--- config.mk ---
export PLATFORM = sky130hd
export DESIGN_NAME = fifo_sync_flags_flat
export DESIGN_NICKNAME = d
export VERILOG_FILES = /design/src/rtl/fifo_sync_flags_if.sv /design/src/rtl/fifo_sync_flags.sv /design/src/flat_wrapper.sv
export SDC_FILE = /design/constraint.sdc
export NUM_CORES = 1
export LEC_CHECK = 0
export ABC_AREA = 1
export CORE_UTILIZATION = 62
export CTS_CLUSTER_SIZE = 20
export DETAILED_ROUTE_END_ITERATION = 8
export GPL_TIMING_DRIVEN = 0
export PLACE_DENSITY = 0.89
export SETUP_SLACK_MARGIN = 0.15
export SYNTH_ARGS = -nofsm -noshare
export SYNTH_HDL_FRONTEND = slang
export SYNTH_SLANG_ARGS = --single-unit
--- constraint.sdc ---
create_clock -name clk -period 4.91 [get_ports clk]
set_input_delay 0.982 -clock clk [delete_from_list [all_inputs] [get_ports clk]]
set_output_delay 0.982 -clock clk [all_outputs]
set_load 0.005 [all_outputs]
--- src/rtl/fifo_sync_flags_if.sv ---
// Handshake bundle for fifo_sync_flags: the master side is the producer/consumer logic,
// the slave side is the FIFO itself.
interface fifo_sync_flags_if #(
  parameter int MEMORY_WIDTH = 8,
  parameter int MEMORY_DEPTH = 8
);
  localparam int CNT_W = $clog2(MEMORY_DEPTH) + 1;

  logic                    wrEn;
  logic [MEMORY_WIDTH-1:0] inData;
  logic                    rdEn;
  logic                    clrErr;
  logic [MEMORY_WIDTH-1:0] outData;
  logic                    outValid;
  logic                    full;
  logic                    empty;
  logic                    almostFull;
  logic                    almostEmpty;
  logic [CNT_W-1:0]        count;
  logic                    overflow;
  logic                    underflow;

  modport master (
    output wrEn, inData, rdEn, clrErr,
    input  outData, outValid, full, empty, almostFull, almostEmpty,
           count, overflow, underflow
  );

  modport slave (
    input  wrEn, inData, rdEn, clrErr,
    output outData, outValid, full, empty, almostFull, almostEmpty,
           count, overflow, underflow
  );
endinterface

--- src/rtl/fifo_sync_flags.sv ---
// Single-clock FIFO with fill count, almost-full/empty thresholds and sticky error flags.
// Define FIFO_FWFT_EN for first-word-fall-through reads; default is a registered read.
module fifo_sync_flags #(
  parameter int MEMORY_WIDTH     = 8,
  parameter int MEMORY_DEPTH     = 8,
  parameter int ALMOST_FULL_LVL  = MEMORY_DEPTH - 2,
  parameter int ALMOST_EMPTY_LVL = 2
) (
  input logic             clk,
  input logic             rst,
  fifo_sync_flags_if.slave bus
);
  localparam int PTR_W = $clog2(MEMORY_DEPTH);
  localparam int CNT_W = PTR_W + 1;

  logic [MEMORY_WIDTH-1:0] mem [MEMORY_DEPTH];
  logic [PTR_W-1:0]        wr_ptr;
  logic [PTR_W-1:0]        rd_ptr;
  logic [CNT_W-1:0]        count_q;
  logic                    overflow_q;
  logic                    underflow_q;
  logic                    full_w;
  logic                    empty_w;
  logic                    rd_accept;
  logic                    wr_accept;
  logic                    ovf_event;
  logic                    udf_event;

  assign full_w  = (count_q == CNT_W'(MEMORY_DEPTH));
  assign empty_w = (count_q == '0);

  // A write into a full FIFO still goes through when a read frees a slot in the same cycle.
  always_comb begin
    rd_accept = bus.rdEn & ~empty_w;
    wr_accept = bus.wrEn & (~full_w | rd_accept);
    ovf_event = bus.wrEn & full_w & ~rd_accept;
    udf_event = bus.rdEn & empty_w;
  end

  always_ff @(posedge clk) begin
    if (rst && wr_accept) begin
      mem[wr_ptr] <= bus.inData;
    end
  end

  always_ff @(posedge clk) begin
    if (!rst) begin
      wr_ptr  <= '0;
      rd_ptr  <= '0;
      count_q <= '0;
    end else begin
      if (wr_accept) begin
        wr_ptr <= wr_ptr + PTR_W'(1);
      end
      if (rd_accept) begin
        rd_ptr <= rd_ptr + PTR_W'(1);
      end
      case ({wr_accept, rd_accept})
        2'b10:   count_q <= count_q + CNT_W'(1);
        2'b01:   count_q <= count_q - CNT_W'(1);
        default: count_q <= count_q;
      endcase
    end
  end

  // Set beats clear when an error coincides with clrErr.
  always_ff @(posedge clk) begin
    if (!rst) begin
      overflow_q  <= 1'b0;
      underflow_q <= 1'b0;
    end else begin
      if (ovf_event) begin
        overflow_q <= 1'b1;
      end else if (bus.clrErr) begin
        overflow_q <= 1'b0;
      end
      if (udf_event) begin
        underflow_q <= 1'b1;
      end else if (bus.clrErr) begin
        underflow_q <= 1'b0;
      end
    end
  end

`ifdef FIFO_FWFT_EN
  assign bus.outData  = mem[rd_ptr];
  assign bus.outValid = ~empty_w;
`else
  logic [MEMORY_WIDTH-1:0] out_data_q;
  logic                    out_valid_q;

  always_ff @(posedge clk) begin
    if (!rst) begin
      out_data_q  <= '0;
      out_valid_q <= 1'b0;
    end else begin
      out_valid_q <= rd_accept;
      if (rd_accept) begin
        out_data_q <= mem[rd_ptr];
      end
    end
  end

  assign bus.outData  = out_data_q;
  assign bus.outValid = out_valid_q;
`endif

  assign bus.full        = full_w;
  assign bus.empty       = empty_w;
  assign bus.almostFull  = (count_q >= CNT_W'(ALMOST_FULL_LVL));
  assign bus.almostEmpty = (count_q <= CNT_W'(ALMOST_EMPTY_LVL));
  assign bus.count       = count_q;
  assign bus.overflow    = overflow_q;
  assign bus.underflow   = underflow_q;
endmodule

--- src/flat_wrapper.sv ---
// flat-port wrapper written by rule: the top's interface ports become plain ports
module fifo_sync_flags_flat 
#(
  parameter int MEMORY_WIDTH     = 8,
  parameter int MEMORY_DEPTH     = 8,
  parameter int ALMOST_FULL_LVL  = MEMORY_DEPTH - 2,
  parameter int ALMOST_EMPTY_LVL = 2
)
  (clk, rst, bus_wrEn, bus_inData, bus_rdEn, bus_clrErr, bus_outData, bus_outValid, bus_full, bus_empty, bus_almostFull, bus_almostEmpty, bus_count, bus_overflow, bus_underflow);
  fifo_sync_flags_if #(.MEMORY_WIDTH(MEMORY_WIDTH), .MEMORY_DEPTH(MEMORY_DEPTH)) bus_i ();
  input logic clk;
  input logic rst;
  input wire logic [$bits(bus_i.wrEn)-1:0] bus_wrEn;
  input wire logic [$bits(bus_i.inData)-1:0] bus_inData;
  input wire logic [$bits(bus_i.rdEn)-1:0] bus_rdEn;
  input wire logic [$bits(bus_i.clrErr)-1:0] bus_clrErr;
  output wire logic [$bits(bus_i.outData)-1:0] bus_outData;
  output wire logic [$bits(bus_i.outValid)-1:0] bus_outValid;
  output wire logic [$bits(bus_i.full)-1:0] bus_full;
  output wire logic [$bits(bus_i.empty)-1:0] bus_empty;
  output wire logic [$bits(bus_i.almostFull)-1:0] bus_almostFull;
  output wire logic [$bits(bus_i.almostEmpty)-1:0] bus_almostEmpty;
  output wire logic [$bits(bus_i.count)-1:0] bus_count;
  output wire logic [$bits(bus_i.overflow)-1:0] bus_overflow;
  output wire logic [$bits(bus_i.underflow)-1:0] bus_underflow;
  assign bus_i.wrEn = bus_wrEn;
  assign bus_i.inData = bus_inData;
  assign bus_i.rdEn = bus_rdEn;
  assign bus_i.clrErr = bus_clrErr;
  assign bus_outData = bus_i.outData;
  assign bus_outValid = bus_i.outValid;
  assign bus_full = bus_i.full;
  assign bus_empty = bus_i.empty;
  assign bus_almostFull = bus_i.almostFull;
  assign bus_almostEmpty = bus_i.almostEmpty;
  assign bus_count = bus_i.count;
  assign bus_overflow = bus_i.overflow;
  assign bus_underflow = bus_i.underflow;
  fifo_sync_flags #(.MEMORY_WIDTH(MEMORY_WIDTH), .MEMORY_DEPTH(MEMORY_DEPTH), .ALMOST_FULL_LVL(ALMOST_FULL_LVL), .ALMOST_EMPTY_LVL(ALMOST_EMPTY_LVL)) u_core (.clk(clk), .rst(rst), .bus(bus_i));
endmodule
==> results of run 1 <==
## logic make-up (layout without fill, tap and decap cells)
family	Yosys count	in the layout	synth area share [%]
adders and majority gates	5	5	1.64
and+or+nand+nor	180	180	21.8
DFF	85	85	61.4
xor gates and xnor gates	2	2	0.460
AOI/OAI and AO/OA	31	31	4.86
buffers and inverters	88	135	9.78
## layout make-up
class / instances / area share, %
Clock inverter: 7 / 1.17
Clock buffer: 9 / 2.82
Inverter: 73 / 6.38
Tap cell: 75 / 2.14
Buffer: 15 / 2.11
Multi-Input combinational cell: 218 / 25.0
Timing Repair Buffer: 31 / 7.07
Sequential cell: 85 / 53.3
## sequential cells by signal, indices dropped and copies added, names as in the netlist
| name | cells |
|---|---|
| u_core.rd_ptr | 3 |
| u_core.bus.underflow | 1 |
| u_core.mem | 64 |
| u_core.wr_ptr | 3 |
| u_core.bus.count | 4 |
| u_core.bus.outValid | 1 |
| u_core.bus.overflow | 1 |
| u_core.bus.outData | 8 |
## metal layers
layer	global-route usage, %	up-vias	share of wire, %
li1	-	1340	-
met1	33.9	1300	41
met2	39.3	159	48
met3	5.00	25	8.5
met4	16.3	0	2.6
met5	0	-	0
## power by group through the flow
stage | sequential (mW) | clock (mW) | combinational (mW)
finish | 0.888 | 0.438 | 0.735
global route | 0.897 | 0.466 | 0.815
CTS | 0.888 | 0.444 | 0.733
detailed placement | 0.904 | 0 | 0.727
global placement | 0.900 | 0 | 0.700
floorplan | 0.898 | 0 | 0.470
## cell usage in the layout, fill, tap and decap left out
| master | instances |
|---|---|
| a21oi_1 | 11 |
| a21oi_2 | 8 |
| buf_1 | 1 |
| buf_2 | 8 |
| buf_4 | 2 |
| buf_6 | 1 |
| buf_8 | 1 |
| clkbuf_1 | 2 |
| clkbuf_8 | 9 |
| clkdlybuf4s50_1 | 31 |
| clkinv_2 | 3 |
| clkinv_4 | 2 |
| clkinvlp_4 | 2 |
| dfxtp_1 | 21 |
| edfxtp_1 | 64 |
| ha_1 | 5 |
| inv_1 | 66 |
| inv_2 | 4 |
| inv_4 | 2 |
| inv_6 | 1 |
| nand2_1 | 105 |
| nand2_2 | 2 |
| nand3_1 | 45 |
| nand3_2 | 8 |
| nand4_1 | 1 |
| nor2_1 | 9 |
| nor2_2 | 2 |
| nor2_8 | 1 |
| nor3_1 | 5 |
| nor3_2 | 1 |
| nor4_2 | 1 |
| o21ai_0 | 9 |
| o21ai_1 | 3 |
| xnor2_1 | 2 |
## path summary, 6_finish.rpt
path | slack, ns | endpoint
setup / recovery | 1.82 | u_core.mem[0][0]
hold / removal | 0.46 | u_core.bus.overflow
setup reg to reg | 2.52 | u_core.mem[0][0]
hold reg to reg | 0.46 | u_core.bus.overflow
## worst reg2reg max path: stages, from the launching register on
cell,delay (ns)
dfxtp_1,0.50
nor2_2,0.08
nand4_1,0.09
nand2_2,0.13
inv_2,0.10
nand2_1,0.09
nor3_1,1.03
==> impl_metrics.tcl, run 1 <==
set metrics [dict create \
    synth_top_cell_area_share_pct 50.4 \
    drt_iter0_drc 222 \
    cp_cell_sequence "clkdlybuf4s50_1 > clkbuf_1 > nand2_1 > nor3_1" \
    critical-path-slowest-cell "nor3_1" \
    avgSynthCellArea_um2 9.75 \
    layout.nets 451 \
    layout.area.seq_mm2 0.00234 \
    worstMarginPinSlew_ns 1.32 \
    clock_path_buffers 2 \
    cp_num_buf_inv 2 \
    holdCritStartpoint "u_core.bus.overflow" \
    status "complete, no violations" \
    critPathLaunchType "input pin" \
    postCtsHoldBufs 0 \
    die_x_um 80.4 \
    cp.required_ns 4.88 \
    layout_setup_ws_ns 1.82 \
    fin_area_mm2 0.00439 \
    routedWlPerCell_um 14.8 \
    grt_usage_pct 25.8 \
    route.antenna.remaining_nets 0 \
    end_kind "flip-flop" \
    finalWirelength_mm 7.59 \
    fin_crit_sh_pct 62.9 \
    cpLargestDelayFamily "simple AND/OR/NAND/NOR gates" \
    tns_ns 0 \
    hold_viol 0 \
    vias 2824 \
    ys_warn_count 0 \
    num_antenna_cells 0 \
    place_inst 497 \
    post_cts_buffers 0 \
    vdd_drop_max_v 0.000318 \
    worstSetupStartpoint "rst" \
    cts_sinks 85 \
    leakagePower_nw 1.83 \
    maxSlewViolCount 0 \
    drc 0 \
    min_period_ns 3.09 \
    cp.depth 4 \
    max_cap_violations 0 \
    power_density_mw_per_mm2 469 \
    cts_resized 0 \
    relSlewSlack_pct 11.5 \
    drtPass1Iterations 5 \
    finalSetupViolations 0 \
    port-buffer-count 31 \
    r2r_start "u_core.bus.count[1]" \
    die_y_um 80.4 \
    yosys-top-cells-count "nand2_1 (105), inv_1 (66), edfxtp_1 (64)" \
    synth_async_sr_flop_share_pct 0 \
    dpl.hpwl_mm 5.11 \
    switching_power_uw 724 \
    drive_gt1_share_pct 13.2 \
    pre_cts_ws_ns 1.42 \
    rsz0062_at_grt "no" \
    grt_start_max_net_pins 16 \
    yosysMostFrequentCell "nand2_1" \
    hp-class "flip-flop to flip-flop" \
    whs_path_depth 2 \
    place_area_mm2 0.00422 \
    synth_edf_count 64 \
    synth-main-ff-cell "edfxtp_1" \
    fin_util_pct 74.2 \
    root_buffer "clkbuf_8" \
    nFillCells 378 \
    swShare_pct 35.1 \
    place_congestion 0.865 \
    cts-buffers-inserted 9 \
    syn_nets 409 \
    grt_overflow_total 0 \
    clock.fmax_mhz 324 \
    rows 28 \
    p_int_mw 1.34 \
    grt_first_pass_wirelength_mm 11.8 \
    grt_pass1_vias 2508 \
    dieArea_mm2 0.00647 \
    yosysTopAreaCell "edfxtp_1" \
    via_per_inst 5.50 \
    core_mm2 0.00592 \
    fin_hold_ws_ns 0.464 \
    r2r_cells 6 \
    synth_area_mm2 0.00381 \
    antenna_found_initial 0 \
    synth_seq_cells 85 \
    final_cell_count_no_fill 513 \
    power_frac_clock_pct 21.2 \
    synthCells 391 \
    synthTopCellsByArea "edfxtp_1 (50%), dfxtp_1 (11%), nand2_1 (10%), inv_1 (6.5%), nand3_1 (5.9%)" \
    clk_pin_slew_ns 0.08 \
    seq_power_share_pct 43.1 \
    clk_latency_ns 0.36 \
    power_mw 2.06 \
    start_util_pct 64.4 \
    cts_tree "yes" \
    htree_levels 3 \
    fin_skew_ns 0.00701 \
    critical_path_peak_fanout 10 \
    pin_count 32 \
    crit_type "input pin to flip-flop" \
    ys_types 29 \
    p_comb_share_pct 35.7 \
    crit_arrival_ns 3.05 \
    multi_input_area_mm2 0.00110 \
    area_delta_synth_final_pct 15.2 \
    synth_seq_area_share_pct 61.4 \
    max_stage_delay_ns 1.02 \
]
Power figures use the tool's default switching activity.
==> inputs of run 2 (changes only) <==
CORE_UTILIZATION = 52   (was 62)
PLACE_DENSITY = 0.8   (was 0.89)
clock period = 2.6 ns   (was 4.91 ns; I/O delays follow)
==> run 2 against run 1 <==
Against the previous run:
- combinational power up 96%
- hold slack better by 0.0091 ns
- critical path depth up 3
- sequential share of layout area down 0.90 points
- worst setup slack worse by 1.6 ns
- die area up 19%
- final cell count up 4.3%
- via count down 1.4%
- routed wire length up 5.0%
- largest cell class unchanged
- largest power group unchanged
==> impl_metrics.tcl, run 2 (synthesis gave the netlist of run 1 again) <==
set metrics [dict create \
    fin_skew_ns 0.0144 \
    final_common_cell "nand2_1" \
    seq_power_share_pct 41.5 \
    cts_tree "yes" \
    status "complete, no violations" \
    pin_count 32 \
    pre_cts_ws_ns -0.511 \
    r2r_start "u_core.bus.count[0]" \
    place_inst 519 \
    dpl.hpwl_mm 5.44 \
    clk_latency_ns 0.37 \
    dieArea_mm2 0.00768 \
    crit_arrival_ns 2.33 \
    fin_area_mm2 0.00447 \
    grt_usage_pct 22.8 \
    vdd_drop_max_v 0.000414 \
    p_comb_share_pct 35.5 \
    post_cts_buffers 0 \
    maxSlewViolCount 0 \
    htree_levels 3 \
    final_cell_count_no_fill 535 \
    clock.fmax_mhz 428 \
    worstMarginPinSlew_ns 0.891 \
    worstHoldEndpoint "u_core.bus.underflow" \
    power_frac_clock_pct 23.0 \
    end_kind "flip-flop" \
    layout.nets 452 \
    reg2reg_to "u_core.bus.count[2]" \
    grt_overflow_total 0 \
    drt_iter0_drc 399 \
    fin_util_pct 64.3 \
    start_util_pct 54.9 \
    grt_pass1_vias 2666 \
    hp-class "flip-flop to flip-flop" \
    rsz0062_at_grt "yes" \
    core_mm2 0.00694 \
    r2r_cells 14 \
    clock_path_buffers 2 \
    area_delta_synth_final_pct 17.2 \
    place_area_mm2 0.00425 \
    min_period_ns 2.34 \
    layout_setup_ws_ns 0.263 \
    antenna_found_initial 0 \
    tns_ns 0 \
    final_cell_mix "nand2_1 (105), inv_1 (66), edfxtp_1 (64)" \
    clk_pin_slew_ns 0.08 \
    holdCritStartpoint "u_core.bus.underflow" \
    die_y_um 87.6 \
    drc 0 \
    vias 2785 \
    drive_gt1_share_pct 14.1 \
    leakagePower_nw 1.85 \
    grt_first_pass_wirelength_mm 12.4 \
    cts-buffers-inserted 9 \
    fin_crit_sh_pct 89.9 \
    p_int_mw 2.62 \
    fin_hold_ws_ns 0.473 \
    place_congestion 0.855 \
    swShare_pct 35.2 \
    power_density_mw_per_mm2 906 \
    drtPass1Iterations 5 \
    critPathLaunchType "input pin" \
    switching_power_mw 1.42 \
    rows 30 \
    worstSetupStartpoint "bus_rdEn" \
    cp.required_ns 2.59 \
    power_mw 4.05 \
    routedWlPerCell_um 14.9 \
    port-buffer-count 31 \
    relSlewSlack_pct 40.4 \
    largest_reg_flops 64 \
    route.antenna.remaining_nets 0 \
    finalWirelength_mm 7.97 \
    cts_sinks 85 \
    hold_viol 0 \
    rrSetupSlack_ns 0.46 \
    whs_path_depth 2 \
    die_x_um 87.6 \
    via_per_inst 5.21 \
    regMostFlops "u_core.mem" \
    crit_type "input pin to flip-flop" \
    finalSetupViolations 0 \
    root_buffer "clkbuf_8" \
    critical_path_peak_fanout 9 \
    num_antenna_cells 0 \
    max_cap_violations 0 \
    grt_start_max_net_pins 16 \
]
-- run 2: changes by cell type in the layout (fill, tap and decap cells not counted), sizes merged --
cell and change:
buf +1, bufinv +1, clkinv -1, clkinvlp -1, inv +1
-- run 2: layout make-up --
class	count	area, µm²
multi-input cells	218	1120
flip-flops and latches	85	2340
clock inverters	7	72.6
well taps	96	120
plain buffers	15	92.6
inverters	73	280
fillers	518	2480
repair buffers	32	318
clock buffers	9	124
-- run 2: how the worst max path moves through the flow --
stage	to	cells after the start
2_1_floorplan	u_core.bus.count[2]	12
3_3_place_gp	u_core.mem[2][5]	7
3_5_place_dp	u_core.mem[6][5]	7
4_1_cts	u_core.mem[2][7]	5
5_1_grt	u_core.mem[3][3]	7
6_report	u_core.mem[1][3]	7
-- run 2: power groups by stage --
stage / combinational [mW] / sequential, mW / clock [mW]
final: 1.44 / 1.68 / 0.932
after global routing: 1.58 / 1.69 / 0.985
after CTS: 1.42 / 1.68 / 0.935
after detailed placement: 1.42 / 1.71 / 0
after global placement: 1.35 / 1.70 / 0
after floorplan: 0.887 / 1.70 / 0
-- run 2: per-layer routing --
metal	GRT usage, %	up-vias	wire length [µm]
li1	-	1347	-
met1	28.1	1262	3120
met2	37.4	147	3900
met3	3.68	29	685
met4	14.8	0	266
met5	0	-	0
-- run 2: timing repair --
action | 4_1_cts | 5_1_grt
hold buffers | 0 | 0
endpoints found under the setup margin | 24 | 21
resized for setup | 3 | 1
-- run 2: critical path: stages --
cell             delay, ns
clkdlybuf4s50_1       0.48
inv_1                 0.12
nand4_1               0.13
nand2_2               0.13
inv_2                 0.09
nand3_1               0.13
nor2_1                0.72
